==> config.mk <==
export PLATFORM = sky130hd
export DESIGN_NAME = dhcp_vlg_sequencer_flat
export DESIGN_NICKNAME = d
export VERILOG_FILES = /design/src/rtl/dhcp_vlg_sequencer_if.sv /design/src/rtl/dhcp_vlg_sequencer.sv /design/src/flat_wrapper.sv
export SDC_FILE = /design/constraint.sdc
export NUM_CORES = 1
export LEC_CHECK = 0
export ABC_CLOCK_PERIOD_IN_PS = 3200
export BUFFER_PORTS_ARGS = -buffer_cell sky130_fd_sc_hd__clkbuf_2
export CORE_ASPECT_RATIO = 2
export CORE_MARGIN = 10
export CORE_UTILIZATION = 47
export DETAILED_ROUTE_END_ITERATION = 16
export GPL_TIMING_DRIVEN = 0
export PLACE_DENSITY = 0.88
export RECOVER_POWER = 100
export SYNTH_ARGS = -nofsm -noshare
export SYNTH_HDL_FRONTEND = slang
export SYNTH_SLANG_ARGS = --single-unit
==> constraint.sdc <==
create_clock -name clk -period 3.2 [get_ports clk]
set_clock_uncertainty 0.05 [all_clocks]
set_input_delay 0.96 -clock clk [delete_from_list [all_inputs] [get_ports clk]]
set_output_delay 0.96 -clock clk [all_outputs]
set_load 0.05 [all_outputs]
==> src/rtl/dhcp_vlg_sequencer_if.sv <==
// ---------------------------------------------------------------------------
// dhcp_vlg_sequencer_if
// Frame-request / parsed-message bus between the DORA sequencer and the
// DHCP packet builder (TX side) and parser (RX side).
//   tx_req     : sequencer asks the builder for a frame, held until tx_ack
//   tx_type    : DHCP message type (1=Discover, 3=Request)
//   tx_req_ip  : requested IP (option 50)
//   tx_srv_ip  : server identifier (option 54, Request only)
//   xid        : current transaction ID
//   tx_ack     : builder accepted the frame (one cycle)
//   rx_val     : parsed message valid (one cycle)
//   rx_type    : 2=Offer, 5=Ack, 6=Nak
//   rx_xid     : transaction ID of the received message
//   rx_yiaddr  : offered / assigned IP
//   rx_srv_ip  : server identifier
//   rx_lease   : lease time in seconds, 0 if absent
// Modports: master = sequencer, slave = builder/parser side.
// ---------------------------------------------------------------------------
interface dhcp_vlg_sequencer_if;
    logic        tx_req;
    logic [7:0]  tx_type;
    logic [31:0] tx_req_ip;
    logic [31:0] tx_srv_ip;
    logic [31:0] xid;
    logic        tx_ack;
    logic        rx_val;
    logic [7:0]  rx_type;
    logic [31:0] rx_xid;
    logic [31:0] rx_yiaddr;
    logic [31:0] rx_srv_ip;
    logic [31:0] rx_lease;

    modport master (
        output tx_req, tx_type, tx_req_ip, tx_srv_ip, xid,
        input  tx_ack, rx_val, rx_type, rx_xid, rx_yiaddr, rx_srv_ip, rx_lease
    );

    modport slave (
        input  tx_req, tx_type, tx_req_ip, tx_srv_ip, xid,
        output tx_ack, rx_val, rx_type, rx_xid, rx_yiaddr, rx_srv_ip, rx_lease
    );
endinterface

==> src/rtl/dhcp_vlg_sequencer.sv <==
// ---------------------------------------------------------------------------
// dhcp_vlg_sequencer
// Control FSM for the DHCP client DORA exchange (Discover, Offer, Request,
// Ack). Requests frames from the builder, consumes parsed messages, handles
// timeouts / retries, transaction-ID generation and (optionally) lease
// renewal.
// Ports:
//   clk, rst   : clock, synchronous active-high reset
//   start      : one-cycle pulse, begin DORA (accepted in IDLE/BOUND/FAIL)
//   pref_ip    : preferred IP, latched on start
//   assig_ip   : assigned IP, valid while success=1 (0 otherwise)
//   success    : lease bound
//   fail       : DORA failed, sticky until start or rst
//   ready      : idle and able to accept start
//   error      : one-cycle pulse on Nak, retry exhaustion or lease loss
//   bus        : builder/parser bus (dhcp_vlg_sequencer_if.master)
// Optional feature macro: DHCP_VLG_RENEW_EN
//   Defined   : lease timer, renewal at T1 (half lease), rebind on expiry/Nak.
//   Undefined : BOUND is terminal until start/rst, no lease timer logic.
// ---------------------------------------------------------------------------
module dhcp_vlg_sequencer #(
    parameter int unsigned TIMEOUT_CYCLES = 62500000,
    parameter int unsigned RETRIES        = 3,
    parameter int unsigned SEC_CYCLES     = 125000000,
    parameter logic [31:0] XID_SEED       = 32'hA5C3_0001
) (
    input  logic                        clk,
    input  logic                        rst,
    input  logic                        start,
    input  logic [31:0]                 pref_ip,
    output logic [31:0]                 assig_ip,
    output logic                        success,
    output logic                        fail,
    output logic                        ready,
    output logic                        error,
    dhcp_vlg_sequencer_if.master        bus
);

    typedef enum logic [3:0] {
        IDLE, DISC_TX, OFFER_WAIT, REQ_TX, ACK_WAIT, BOUND, FAIL_ST, RENEW_TX, RENEW_WAIT
    } state_t;

    localparam logic [31:0] TMO_LAST  = 32'(TIMEOUT_CYCLES - 1);
    localparam logic [7:0]  RETRIES_L = 8'(RETRIES);

    // Galois LFSR, taps 32,22,2,1 (right-shifting form).
    function automatic logic [31:0] lfsr_next(input logic [31:0] v);
        return {1'b0, v[31:1]} ^ (v[0] ? 32'h8020_0003 : 32'h0000_0000);
    endfunction

    state_t      r_state, w_state_next;
    logic [31:0] r_xid, w_xid_next;
    logic [31:0] r_pref_ip, w_pref_next;
    logic [31:0] r_offer_ip, w_offer_next;
    logic [31:0] r_srv_ip, w_srv_next;
    logic [31:0] r_assig_ip, w_assig_next;
    logic [7:0]  r_retry, w_retry_next, w_retry_inc;
    logic [31:0] r_tmo_cnt;
    logic        r_success, w_success_next;
    logic        r_fail, w_fail_next;
    logic        r_error, w_error_next;
    logic        w_rx_ok, w_tmo, w_restart;

`ifdef DHCP_VLG_RENEW_EN
    localparam logic [31:0] SEC_LAST = 32'(SEC_CYCLES - 1);
    logic [31:0] r_lease, r_lease_rem, r_sec_cnt;
    logic [31:0] w_lease_new, w_rem_after;
    logic        w_load_lease, w_lease_run, w_sec_tick, w_lease_end, w_t1;

    assign w_lease_new = (bus.rx_lease == 32'd0) ? 32'hFFFF_FFFF : bus.rx_lease;
    // Infinite lease (all ones) never runs the timer.
    assign w_lease_run = (r_state == BOUND || r_state == RENEW_TX || r_state == RENEW_WAIT)
                         && (r_lease != 32'hFFFF_FFFF);
    assign w_sec_tick  = w_lease_run && (r_sec_cnt == SEC_LAST);
    assign w_rem_after = (w_sec_tick && r_lease_rem != 32'd0) ? r_lease_rem - 32'd1 : r_lease_rem;
    // Events are decided on the remaining count as it is being updated, so
    // the FSM reacts on the same edge the count reaches T1 / zero.
    assign w_lease_end = w_sec_tick && (w_rem_after == 32'd0);
    assign w_t1        = w_sec_tick && (w_rem_after == {1'b0, r_lease[31:1]});
`else
    logic w_unused_renew;
    assign w_unused_renew = (^bus.rx_lease) ^ (SEC_CYCLES != 0);
`endif

    assign w_rx_ok     = bus.rx_val && (bus.rx_xid == r_xid);
    assign w_tmo       = (r_tmo_cnt == TMO_LAST);
    assign w_retry_inc = r_retry + 8'd1;

    // Next-state / next-register logic.
    always_comb begin
        w_state_next   = r_state;
        w_xid_next     = r_xid;
        w_pref_next    = r_pref_ip;
        w_offer_next   = r_offer_ip;
        w_srv_next     = r_srv_ip;
        w_assig_next   = r_assig_ip;
        w_retry_next   = r_retry;
        w_success_next = r_success;
        w_fail_next    = r_fail;
        w_error_next   = 1'b0;
        w_restart      = 1'b0;
`ifdef DHCP_VLG_RENEW_EN
        w_load_lease   = 1'b0;
`endif
        if (start && (r_state == IDLE || r_state == BOUND || r_state == FAIL_ST)) begin
            w_state_next   = DISC_TX;
            w_xid_next     = lfsr_next(r_xid);
            w_pref_next    = pref_ip;
            w_retry_next   = 8'd0;
            w_success_next = 1'b0;
            w_fail_next    = 1'b0;
        end else begin
            case (r_state)
                DISC_TX:  if (bus.tx_ack) w_state_next = OFFER_WAIT;
                OFFER_WAIT: begin
                    if (w_rx_ok && bus.rx_type == 8'd2) begin
                        w_offer_next = bus.rx_yiaddr;
                        w_srv_next   = bus.rx_srv_ip;
                        w_retry_next = 8'd0;
                        w_state_next = REQ_TX;
                    end else if (w_tmo) begin
                        w_retry_next = w_retry_inc;
                        if (w_retry_inc <= RETRIES_L) begin
                            w_xid_next   = lfsr_next(r_xid);
                            w_state_next = DISC_TX;
                        end else begin
                            w_state_next = FAIL_ST;
                            w_fail_next  = 1'b1;
                            w_error_next = 1'b1;
                        end
                    end
                end
                REQ_TX:   if (bus.tx_ack) w_state_next = ACK_WAIT;
                ACK_WAIT: begin
                    if (w_rx_ok && bus.rx_type == 8'd5) begin
                        w_assig_next   = bus.rx_yiaddr;
                        w_success_next = 1'b1;
                        w_state_next   = BOUND;
`ifdef DHCP_VLG_RENEW_EN
                        w_load_lease   = 1'b1;
`endif
                    end else if (w_rx_ok && bus.rx_type == 8'd6) begin
                        w_restart = 1'b1;
                    end else if (w_tmo) begin
                        w_retry_next = w_retry_inc;
                        if (w_retry_inc <= RETRIES_L) begin
                            w_xid_next   = lfsr_next(r_xid);
                            w_state_next = REQ_TX;
                        end else begin
                            w_state_next = FAIL_ST;
                            w_fail_next  = 1'b1;
                            w_error_next = 1'b1;
                        end
                    end
                end
`ifdef DHCP_VLG_RENEW_EN
                BOUND: begin
                    if (w_lease_end)  w_restart    = 1'b1;
                    else if (w_t1)    w_state_next = RENEW_TX;
                end
                RENEW_TX: begin
                    if (w_lease_end)       w_restart    = 1'b1;
                    else if (bus.tx_ack)   w_state_next = RENEW_WAIT;
                end
                RENEW_WAIT: begin
                    if (w_rx_ok && bus.rx_type == 8'd5) begin
                        w_assig_next = bus.rx_yiaddr;
                        w_load_lease = 1'b1;
                        w_state_next = BOUND;
                    end else if ((w_rx_ok && bus.rx_type == 8'd6) || w_lease_end) begin
                        w_restart = 1'b1;
                    end else if (w_tmo) begin
                        // Renewal keeps retrying; only expiry ends it.
                        w_xid_next   = lfsr_next(r_xid);
                        w_state_next = RENEW_TX;
                    end
                end
`endif
                default: ;
            endcase
        end
        // Nak or lease loss: restart the exchange with a fresh transaction.
        if (w_restart) begin
            w_state_next   = DISC_TX;
            w_xid_next     = lfsr_next(r_xid);
            w_retry_next   = 8'd0;
            w_success_next = 1'b0;
            w_error_next   = 1'b1;
        end
    end

    always_ff @(posedge clk) begin
        if (rst) begin
            r_state    <= IDLE;
            r_xid      <= XID_SEED;
            r_pref_ip  <= 32'd0;
            r_offer_ip <= 32'd0;
            r_srv_ip   <= 32'd0;
            r_assig_ip <= 32'd0;
            r_retry    <= 8'd0;
            r_tmo_cnt  <= 32'd0;
            r_success  <= 1'b0;
            r_fail     <= 1'b0;
            r_error    <= 1'b0;
        end else begin
            r_state    <= w_state_next;
            r_xid      <= w_xid_next;
            r_pref_ip  <= w_pref_next;
            r_offer_ip <= w_offer_next;
            r_srv_ip   <= w_srv_next;
            r_assig_ip <= w_assig_next;
            r_retry    <= w_retry_next;
            r_success  <= w_success_next;
            r_fail     <= w_fail_next;
            r_error    <= w_error_next;
            // Timeout counter restarts on every state entry, saturates otherwise.
            if (w_state_next != r_state)       r_tmo_cnt <= 32'd0;
            else if (r_tmo_cnt != 32'hFFFF_FFFF) r_tmo_cnt <= r_tmo_cnt + 32'd1;
        end
    end

`ifdef DHCP_VLG_RENEW_EN
    always_ff @(posedge clk) begin
        if (rst) begin
            r_lease     <= 32'd0;
            r_lease_rem <= 32'd0;
            r_sec_cnt   <= 32'd0;
        end else if (w_load_lease) begin
            r_lease     <= w_lease_new;
            r_lease_rem <= w_lease_new;
            r_sec_cnt   <= 32'd0;
        end else if (w_sec_tick) begin
            r_sec_cnt   <= 32'd0;
            r_lease_rem <= w_rem_after;
        end else if (w_lease_run) begin
            r_sec_cnt   <= r_sec_cnt + 32'd1;
        end
    end
`endif

    // Frame request fields are decoded from the registered state.
    always_comb begin
        bus.tx_req    = 1'b0;
        bus.tx_type   = 8'd0;
        bus.tx_req_ip = 32'd0;
        bus.tx_srv_ip = 32'd0;
        case (r_state)
            DISC_TX: begin
                bus.tx_req    = 1'b1;
                bus.tx_type   = 8'd1;
                bus.tx_req_ip = r_pref_ip;
            end
            REQ_TX: begin
                bus.tx_req    = 1'b1;
                bus.tx_type   = 8'd3;
                bus.tx_req_ip = r_offer_ip;
                bus.tx_srv_ip = r_srv_ip;
            end
            RENEW_TX: begin
                bus.tx_req    = 1'b1;
                bus.tx_type   = 8'd3;
                bus.tx_req_ip = r_assig_ip;
                bus.tx_srv_ip = r_srv_ip;
            end
            default: ;
        endcase
    end

    assign bus.xid  = r_xid;
    assign ready    = (r_state == IDLE);
    assign success  = r_success;
    assign fail     = r_fail;
    assign error    = r_error;
    assign assig_ip = r_success ? r_assig_ip : 32'd0;

endmodule

==> src/flat_wrapper.sv <==
// flat-port wrapper written by rule: the top's interface ports become plain ports
module dhcp_vlg_sequencer_flat 
#(
    parameter int unsigned TIMEOUT_CYCLES = 62500000,
    parameter int unsigned RETRIES        = 3,
    parameter int unsigned SEC_CYCLES     = 125000000,
    parameter logic [31:0] XID_SEED       = 32'hA5C3_0001
)
  (clk, rst, start, pref_ip, assig_ip, success, fail, ready, error, bus_tx_req, bus_tx_type, bus_tx_req_ip, bus_tx_srv_ip, bus_xid, bus_tx_ack, bus_rx_val, bus_rx_type, bus_rx_xid, bus_rx_yiaddr, bus_rx_srv_ip, bus_rx_lease);
  dhcp_vlg_sequencer_if bus_i ();
  input  logic clk;
  input  logic rst;
  input  logic start;
  input  logic [31:0] pref_ip;
  output logic [31:0] assig_ip;
  output logic success;
  output logic fail;
  output logic ready;
  output logic error;
  output wire logic [$bits(bus_i.tx_req)-1:0] bus_tx_req;
  output wire logic [$bits(bus_i.tx_type)-1:0] bus_tx_type;
  output wire logic [$bits(bus_i.tx_req_ip)-1:0] bus_tx_req_ip;
  output wire logic [$bits(bus_i.tx_srv_ip)-1:0] bus_tx_srv_ip;
  output wire logic [$bits(bus_i.xid)-1:0] bus_xid;
  input wire logic [$bits(bus_i.tx_ack)-1:0] bus_tx_ack;
  input wire logic [$bits(bus_i.rx_val)-1:0] bus_rx_val;
  input wire logic [$bits(bus_i.rx_type)-1:0] bus_rx_type;
  input wire logic [$bits(bus_i.rx_xid)-1:0] bus_rx_xid;
  input wire logic [$bits(bus_i.rx_yiaddr)-1:0] bus_rx_yiaddr;
  input wire logic [$bits(bus_i.rx_srv_ip)-1:0] bus_rx_srv_ip;
  input wire logic [$bits(bus_i.rx_lease)-1:0] bus_rx_lease;
  assign bus_tx_req = bus_i.tx_req;
  assign bus_tx_type = bus_i.tx_type;
  assign bus_tx_req_ip = bus_i.tx_req_ip;
  assign bus_tx_srv_ip = bus_i.tx_srv_ip;
  assign bus_xid = bus_i.xid;
  assign bus_i.tx_ack = bus_tx_ack;
  assign bus_i.rx_val = bus_rx_val;
  assign bus_i.rx_type = bus_rx_type;
  assign bus_i.rx_xid = bus_rx_xid;
  assign bus_i.rx_yiaddr = bus_rx_yiaddr;
  assign bus_i.rx_srv_ip = bus_rx_srv_ip;
  assign bus_i.rx_lease = bus_rx_lease;
  dhcp_vlg_sequencer #(.TIMEOUT_CYCLES(TIMEOUT_CYCLES), .RETRIES(RETRIES), .SEC_CYCLES(SEC_CYCLES), .XID_SEED(XID_SEED)) u_core (.clk(clk), .rst(rst), .start(start), .pref_ip(pref_ip), .assig_ip(assig_ip), .success(success), .fail(fail), .ready(ready), .error(error), .bus(bus_i));
endmodule
## Word-level counts from Yosys, hierarchy flattened

Index checks and enable logic that the tools add are counted.

| word-level totals | value |
|---|---|
| ROM bits | 0 |
| memory bits (writable) | 0 |
| input bits | 173 |
| bits in latches | 0 |
| output and inout port bits | 141 |
| register bits | 207 |
| word-level logic and storage cells | 106 |
| memories | 0 |

| operators by class | value |
|---|---|
| shift operators | 0 |
| bitwise logic cells | 2 |
| muxes and demuxes | 49 |
| order comparisons | 1 |
| equal/unequal tests | 20 |
| multiply operators | 0 |
| reductions and logical operators | 21 |
| divide/modulo/power cells | 0 |
| $add $sub $neg | 2 |

Operators by type and width:

| cell | count |
|---|---|
| 32-bit two-way mux | 10 |
| 32-bit case mux with 3 select lines | 1 |
| 32-bit case mux with 2 select lines | 1 |
| 4-bit two-way mux | 9 |
| 32-bit by 1-bit adder with 32-bit output, second input constant | 1 |
| 32-bit by 26-bit equality test with 1-bit output, second input constant | 1 |
| 32-bit equality test | 1 |
| 8-bit two-way mux | 4 |
| 32-bit inequality test, second input constant | 1 |
| 31-bit by 32-bit XOR with 32-bit output | 1 |
| 1-bit two-way mux | 17 |
| 4-bit by 3-bit equality test with 1-bit output, second input constant | 4 |
| 8-bit by 3-bit equality test with 1-bit output, second input constant | 2 |
| 4-bit case mux with 4 select lines | 1 |
| 8-bit case mux with 2 select lines | 1 |
| 4-bit by 2-bit inequality test with 1-bit output, second input constant | 3 |
| 3-bit AND reduction | 3 |
| 8-bit by 1-bit adder with 8-bit output, second input constant | 1 |
| 4-bit by 2-bit equality test with 1-bit output, second input constant | 2 |
| 8-bit by 2-bit equality test with 1-bit output, second input constant | 1 |
| 8-bit by 2-bit <= comparator with 1-bit output, second input constant | 1 |
| 4-bit AND reduction | 2 |
| 3-bit two-way mux | 2 |
| 2-bit inequality test, second input constant | 3 |
| 13 further kinds | 22 |

## Logic depth before layout (Yosys ltp)

Gate-level depths: netlist of the first run.

| logic depth | value |
|---|---|
| word-level depth | 11 |
| gate-level depth with buffers | 11 |

## Least setup slack after synthesis of the first run

No wires, ideal clock.

| timing | value |
|---|---|
| kind | register to output |
| from | reg u_core.r_state[1] |
| to | out bus_tx_req_ip[10] |
| arrival time | 2.695 ns |
| slack | -0.505 ns |
| cell stages (with the launch flop) | 6 |
| data required time | 2.190 ns |
| path buffers | 3 |
| cell sequence | dfxtp_1 > clkbuf_1 > clkbuf_1 > clkbuf_1 > mux2i_1 > o21ai_0 |

| on the way | value |
|---|---|
| cells in the longest elaborated chain, start to end | 2 |

RTL lines:

| element | line | RTL |
|---|---|---|
| from (decl) | dhcp_vlg_sequencer.sv:51 | `state_t r_state, w_state_next;` |
| from (signal assigned) | dhcp_vlg_sequencer.sv:206 | `r_state <= w_state_next;` |
| 4-bit by 3-bit equality test with 1-bit output, or another cell as far along | dhcp_vlg_sequencer.sv:247 | `case (r_state)` |
| 32-bit case mux with 3 select lines * | dhcp_vlg_sequencer.sv:247 |  |
| to (decl) | flat_wrapper.sv:22 | `output wire logic [$bits(bus_i.tx_req_ip)-1:0] bus_tx_req_ip;` |

Every way passes the cells marked *; elsewhere a longest branch is shown, timed or not.

## Worst setup path after layout of the first run

| timing | value |
|---|---|
| from | in bus_rx_xid[7] |
| to | reg u_core.r_tmo_cnt[20] |

| on the way | value |
|---|---|
| cells in the longest elaborated chain, start to end | 10 |

RTL lines:

| element | line | RTL |
|---|---|---|
| from (decl) | flat_wrapper.sv:28 | `input wire logic [$bits(bus_i.rx_xid)-1:0] bus_rx_xid;` |
| 32-bit equality test * | dhcp_vlg_sequencer.sv:85 | `assign w_rx_ok = bus.rx_val && (bus.rx_xid == r_xid);` |
| 1-bit logical AND * | dhcp_vlg_sequencer.sv:85 |  |
| 1-bit logical AND | dhcp_vlg_sequencer.sv:142 | `end else if (w_rx_ok && bus.rx_type == 8'd6) begin` |
| 4-bit two-way mux or 1-bit two-way mux (tied branches) | dhcp_vlg_sequencer.sv:142 |  |
| 4-bit two-way mux or 1-bit two-way mux (tied branches) | dhcp_vlg_sequencer.sv:135 | `if (w_rx_ok && bus.rx_type == 8'd5) begin` |
| 4-bit case mux with 4 select lines or 1-bit two-way mux (tied branches) | dhcp_vlg_sequencer.sv:113 | `case (r_state)` |
| 4-bit two-way mux or 1-bit two-way mux (tied branches) | dhcp_vlg_sequencer.sv:105 | `if (start && (r_state == IDLE \|\| r_state == BOUND \|\| r_state == FAIL_ST)) begin` |
| 4-bit two-way mux * | dhcp_vlg_sequencer.sv:183 | `if (w_restart) begin` |
| 4-bit inequality test * | dhcp_vlg_sequencer.sv:217 | `if (w_state_next != r_state) r_tmo_cnt <= 32'd0;` |
| 2-bit OR reduction (no line) * | -- |  |
| to (signal assigned) | dhcp_vlg_sequencer.sv:218 | `else if (r_tmo_cnt != 32'hFFFF_FFFF) r_tmo_cnt <= r_tmo_cnt + 32'd1;` |
| to (decl) | dhcp_vlg_sequencer.sv:58 | `logic [31:0] r_tmo_cnt;` |

Marked as above.
A chain may end at the register's enable or synchronous reset.

==> results.toml, run 1 <==
[placement]
place_congestion = 0.948
dp_hpwl_um = 27900
numPortBuffers = 275

[setup_path]
worst_setup_path_end_kind = "flop"
critPathMostFrequentCell = "or4_4"
path_cells = "buf_6, xor2_1, or4_4, nor4_4, nand4b_1, and2_0, a21o_1, or4_4, buf_8, nor3b_2"
cp_data_required_time_ns = 3.57
path_class = "primary input to flop"
slowest_stage = "or4_4"
critPathLaunchType = "primary input"
worst-r2r-setup-slack_ns = 0.06
cp_slowest_stage_delay_ns = 0.57
arrival_ns = 3.61
crit_fanout = 10

[hold_path]
hold_path.class = "flop to flop"

[finish]
n_antenna_cell = 0
layout_common_cells = "nand2_1, dfxtp_1, clkbuf_2, a21oi_1, clkbuf_1"
multi_input_area_sq_mm = 0.00559
syn2layout_area_growth_pct = 30.3
drive_gt1_frac = 0.255
seq_area_sq_mm = 0.00414
fin_nets = 1780
nFillCells = 1836
final_util = 0.623
final_common_cell = "nand2_1"

[clock_tree]
cts_root_buf = "clkbuf_16"
cts.path.max_buffers = 3
cts_buffers = 19
tritoncts = "yes"
clk_pin_slew_worst_paths_ns = 0.07
htreeDepth = 1
cts_num_sinks = 207
clk_latency_ns = 0.50

[pwr]
pwr-share-comb = 0.153
sw_frac_of_total = 0.274
p_leak_nw = 5.11
clkPwrFrac = 0.405
p_total_mw = 6.09
internal_power_mw = 4.42
power_switching_mw = 1.67
seq_power_share = 0.441
ir_drop_v = 0.000396
power.density_mw_per_mm2 = 463

[synthesis]
syn_inst = 1290
synth_edf_count = 0
synth-xor-area-share = 0.0694
synth_compound_area_frac = 0.107
yosys.area_share.simple = 0.293
synth.area.mux_share = 0.0547
ys_dominant_reg_cell = "dfxtp_1"
synth.distinct_cells = 57
yosysSeqAreaShare = 0.410
synth_fa_ha_area_frac = 0.00372
synth.ff_latch_count = 207
postSynthAreaPerCell_sq_um = 7.83
async_reset_ff_frac = 0
yosys_warnings = 0
syn-cell-area_sq_mm = 0.0101
synth_top_family_by_area = "simple AND/OR/NAND/NOR gates"

[routing]
detail-route-antenna-nets = 0
dr.pass1.iters = 5
drt_iter0_markers = 778
wl_per_cell_um = 19.8
vias = 10522
wirelength_um = 37300
viasPerCell = 5.58
remaining_drc_errors = 0

[die]
core-area_sq_mm = 0.0211
initial_core_util = 0.478
fp.dieArea_sq_mm = 0.0281
die_y_um = 227
die_x_um = 124
ios = 314
rows = 75

[grt]
grt_first_pass_wirelength_um = 56000
gr-usage-all-layers = 0.250
grt_overflow_total = 0
antenna_found_initial = 0
grt_max_degree = 16
grt_pass1_vias = 10890

[job]
drv_cap = 0

[sta]
max_slew.worst_pin.slew_ns = 0.897
fin_ws_ns = -0.0386
finalWorstPathRequiredPeriod_ns = 3.24
fin_crit_sh = 1.01
slew_violations = 0
setup_tns_ns = -0.306
rsz0062_at_grt = "true"
finalSetupViolCount = 20
slew_headroom = 0.398
hold_viol_final = 0
fmax_mhz = 309

[outcome]
status = "finished, violations left"
failed_checks = "setup timing"
-- cell type report --
cell class / count / area share
inverter: 7 / 0.00200
multi-input combinational: 964 / 0.425
clock inverter: 7 / 0.00866
clock buffer: 27 / 0.0415
buffer: 112 / 0.0556
tap: 269 / 0.0256
timing repair buffer: 293 / 0.127
sequential: 207 / 0.315
-- timing repair --
action | in CTS | in global routing
pin swaps | 2 | 24
gates cloned | 0 | 3
setup endpoints to repair | 220 | 217
buffers inserted | 3 | 12
resized for setup | 95 | 123
hold buffers | 0 | 0
-- stage by stage --
stage / hold WS (ns) / cell area (sq um) / setup WS (ns) / std cells
after floorplan: 0.377 / 10200 / -0.232 / 1295
after global placement: 0.383 / 12000 / -1.09 / 1839
after detailed placement: 0.390 / 12000 / -1.20 / 1839
after CTS: 0.398 / 12900 / 0.00312 / 1875
after global routing: 0.412 / 13200 / -0.120 / 1886
final: 0.398 / 13200 / -0.0386 / 1886
-- cell usage after synthesis, drive strengths merged (4+ instances only) --
master / instances / area [sq um]
nand2: 321 / 1200
dfxtp: 207 / 4140
a21oi: 143 / 719
nor2: 84 / 315
clkbuf: 73 / 274
and2: 72 / 450
mux2i: 54 / 541
xnor2: 48 / 420
buf: 44 / 319
o21ai: 37 / 185
nor3: 32 / 230
xor2: 32 / 280
nand4: 27 / 169
nor4: 15 / 128
nand3: 13 / 65.1
and3: 8 / 50.1
or4: 8 / 63.8
inv: 7 / 26.3
or2: 7 / 43.8
and4: 6 / 52.6
nor3b: 6 / 50.1
nor4b: 5 / 43.8
nor2b: 4 / 25.0
or3: 4 / 25.0
-- power groups by stage --
stage / Combinational (mW) / Clock, mW / Sequential (mW)
floorplan: 0.554 / 0 / 2.73
global placement: 0.807 / 0 / 2.74
detailed placement: 0.823 / 0 / 2.74
CTS: 0.858 / 2.48 / 2.68
global route: 0.991 / 2.57 / 2.69
finish: 0.934 / 2.47 / 2.69
-- path summary, 6_finish.rpt --
kind / start / to / cells after the start
setup reg to reg: u_core.bus.xid[7] / u_core.r_tmo_cnt[20] / 9
hold / removal: u_core.r_srv_ip[18] / u_core.r_srv_ip[18] / 2
hold reg to reg: u_core.r_srv_ip[18] / u_core.r_srv_ip[18] / 2
setup / recovery: bus_rx_xid[7] / u_core.r_tmo_cnt[20] / 10
-- metal layers --
layer	vias up	GRT usage	part of all wire
li1	4893	-	-
met1	4977	0.239	0.33
met2	496	0.467	0.54
met3	156	0.0573	0.074
met4	0	0.139	0.057
met5	-	0	0
-- kinds of logic (layout without fill, tap and decap cells) --
family | Yosys count | count (layout)
AO/OA/AOI/OAI | 203 | 203
XOR/XNOR | 80 | 80
adder cells (fa/ha/maj) | 3 | 3
buffers and inverters | 124 | 446
flip-flops | 207 | 207
multiplexers | 55 | 55
other | 1 | 6
AND/OR/NAND/NOR | 617 | 617
-- state kept, by name (all words and copies together) (netlist names) --
name               cells
u_core.r_pref_ip      32
u_core.r_srv_ip       32
u_core.r_tmo_cnt      32
u_core.error           1
u_core.success         1
u_core.r_retry         8
u_core.r_offer_ip     32
u_core.r_state         4
u_core.fail            1
u_core.bus.xid        32
u_core.r_assig_ip     32
-- critical path: cells and delay by family --
family          cells  cell delay, ns
simple gates        6            2.07
compound gates      1            0.16
buf+inv             2            0.29
xor+xnor            1            0.13
Note: power is estimated with default switching activity, not from simulation.
==> inputs of run 2 (changes only) <==
Settings changed: RECOVER_POWER 100 to not set.
==> run 2 against run 1 <==
Compared with the run above:
- the flow still finishes with violations (setup timing)
- sequential cell count unchanged
- die area unchanged
- first-iteration DRC count increased by 2.4%
- final area increased by 1.3%
- clock power about the same
- worst hold slack about the same
- critical path depth unchanged
- sequential power about the same
- power increased by 0.31%
- utilization increased by 0.81 points
- via count increased by 0.26%
- largest power group unchanged
- highest routed layer unchanged
==> results.toml, run 2 (synthesis gave the netlist of run 1 again) <==
[sta]
finalWorstPathRequiredPeriod_ns = 3.24
setup_tns_ns = -0.221
slew_violations = 0
fin_crit_sh = 1.01
hold_slack_ns = 0.398
slew_headroom = 0.398
finalSetupViolCount = 14
rsz0062_at_grt = "true"
max_slew.worst_pin.slew_ns = 0.896
hold_viol_final = 0
fin_ws_ns = -0.0442
fmax_mhz = 308

[finish]
drive_gt1_frac = 0.282
nFillCells = 1793
layout_common_cells = "nand2_1, clkbuf_2, dfxtp_1, a21oi_1, nor2_1"
fin_nets = 1780
final_common_cell = "nand2_1"
fin_cells = 1886
final_util = 0.631
n_antenna_cell = 0
syn2layout_area_growth_pct = 32.0

[grt]
gr-usage-all-layers = 0.250
grt_overflow_total = 0
grt_first_pass_wirelength_um = 56000
grt_max_degree = 16
grt_pass1_vias = 10890
antenna_found_initial = 0

[setup_path]
crit_buf_inv = 2
worst_setup_path_end_kind = "flop"
slowest_stage = "or4_4"
critPathLaunchType = "primary input"
cp_top_family = "simple AND/OR/NAND/NOR gates"
arrival_ns = 3.62
path_cells = "buf_6, xor2_1, or4_4, nor4_4, nand4_1, o31a_1, a21oi_2, mux2_4, buf_6, nor3b_2"
cp_slowest_stage_delay_ns = 0.55
path_class = "primary input to flop"
crit_fanout = 6
critPathMostFrequentCell = "buf_6"
cp_data_required_time_ns = 3.57

[die]
die_y_um = 227
die_x_um = 124
initial_core_util = 0.478
rows = 75
core-area_sq_mm = 0.0211
fp.dieArea_sq_mm = 0.0281
ios = 314

[job]
drv_cap = 0

[clock_tree]
clk_latency_ns = 0.50
cts_num_sinks = 207
hold_buffers = 0
cts_buffers = 19
htreeDepth = 1
cts.path.max_buffers = 3
cts_root_buf = "clkbuf_16"
tritoncts = "yes"
clk_pin_slew_worst_paths_ns = 0.07

[outcome]
status = "finished, violations left"
failed_checks = "setup timing"

[routing]
drt_iter0_markers = 797
remaining_drc_errors = 0
wirelength_um = 37400
viasPerCell = 5.59
vias = 10549
dr.pass1.iters = 5
detail-route-antenna-nets = 0
wl_per_cell_um = 19.8

[placement]
dp_hpwl_um = 27900
post-place-ws_ns = -1.20
numPortBuffers = 275
dp.cells = 1839
place_congestion = 0.948

[hold_path]
hold_path.class = "flop to flop"

[pwr]
ir_drop_v = 0.000395
power.density_mw_per_mm2 = 459
p_leak_nw = 5.31
run 2: layout make-up:
cell class | instances | area [sq um] | share of cell area
repair buffers | 293 | 1790 | 0.134
inverters | 7 | 26.3 | 0.00197
flip-flops and latches | 207 | 4140 | 0.311
plain buffers | 112 | 762 | 0.0572
clock inverters | 7 | 114 | 0.00855
multi-input cells | 964 | 5610 | 0.421
clock buffers | 27 | 546 | 0.0409
well taps | 269 | 337 | 0.0253
run 2: through the flow:
stage	total power, mW	instance area (sq um)
2_1_floorplan	3.28	10200
3_3_place_gp	3.55	12000
3_5_place_dp	3.57	12000
4_1_cts	6.03	12900
5_1_grt	6.27	13300
6_report	6.11	13300
run 2: final timing paths:
check	startpoint	endpoint	slack, ns	depth (start not counted)
max	bus_rx_xid[7]	u_core.r_tmo_cnt[20]	-0.04	10
min	u_core.r_srv_ip[18]	u_core.r_srv_ip[18]	0.40	2
max reg2reg	u_core.bus.xid[7]	u_core.r_tmo_cnt[20]	0.05	9
min reg2reg	u_core.r_srv_ip[18]	u_core.r_srv_ip[18]	0.40	2
run 2: layer usage:
metal,vias up,routed length [um],GRT usage
li1,4890,-,-
met1,5005,12300,0.239
met2,497,20200,0.467
met3,157,2820,0.0573
met4,0,2140,0.139
met5,-,0,0
run 2: timing repair:
item,CTS,global route
setup buffers,3,12
cloned,0,3
endpoints found under the setup margin,220,217
pin swaps,2,24
resized for setup,95,123
hold endpoints to repair,0,0
run 2: power breakdown:
group | internal (mW) | switching (mW)
Sequential | 2.63 | 0.0557
Clock | 1.44 | 1.03
Combinational | 0.372 | 0.583
Total | 4.44 | 1.67
run 2: worst register-to-register path: stages, from the launching register on:
cell	delay (ns)
dfxtp_1	0.48
xor2_1	0.11
or4_4	0.55
nor4_4	0.28
nand4_1	0.24
o31a_1	0.42
a21oi_2	0.23
mux2_4	0.39
buf_6	0.17
nor3b_2	0.14
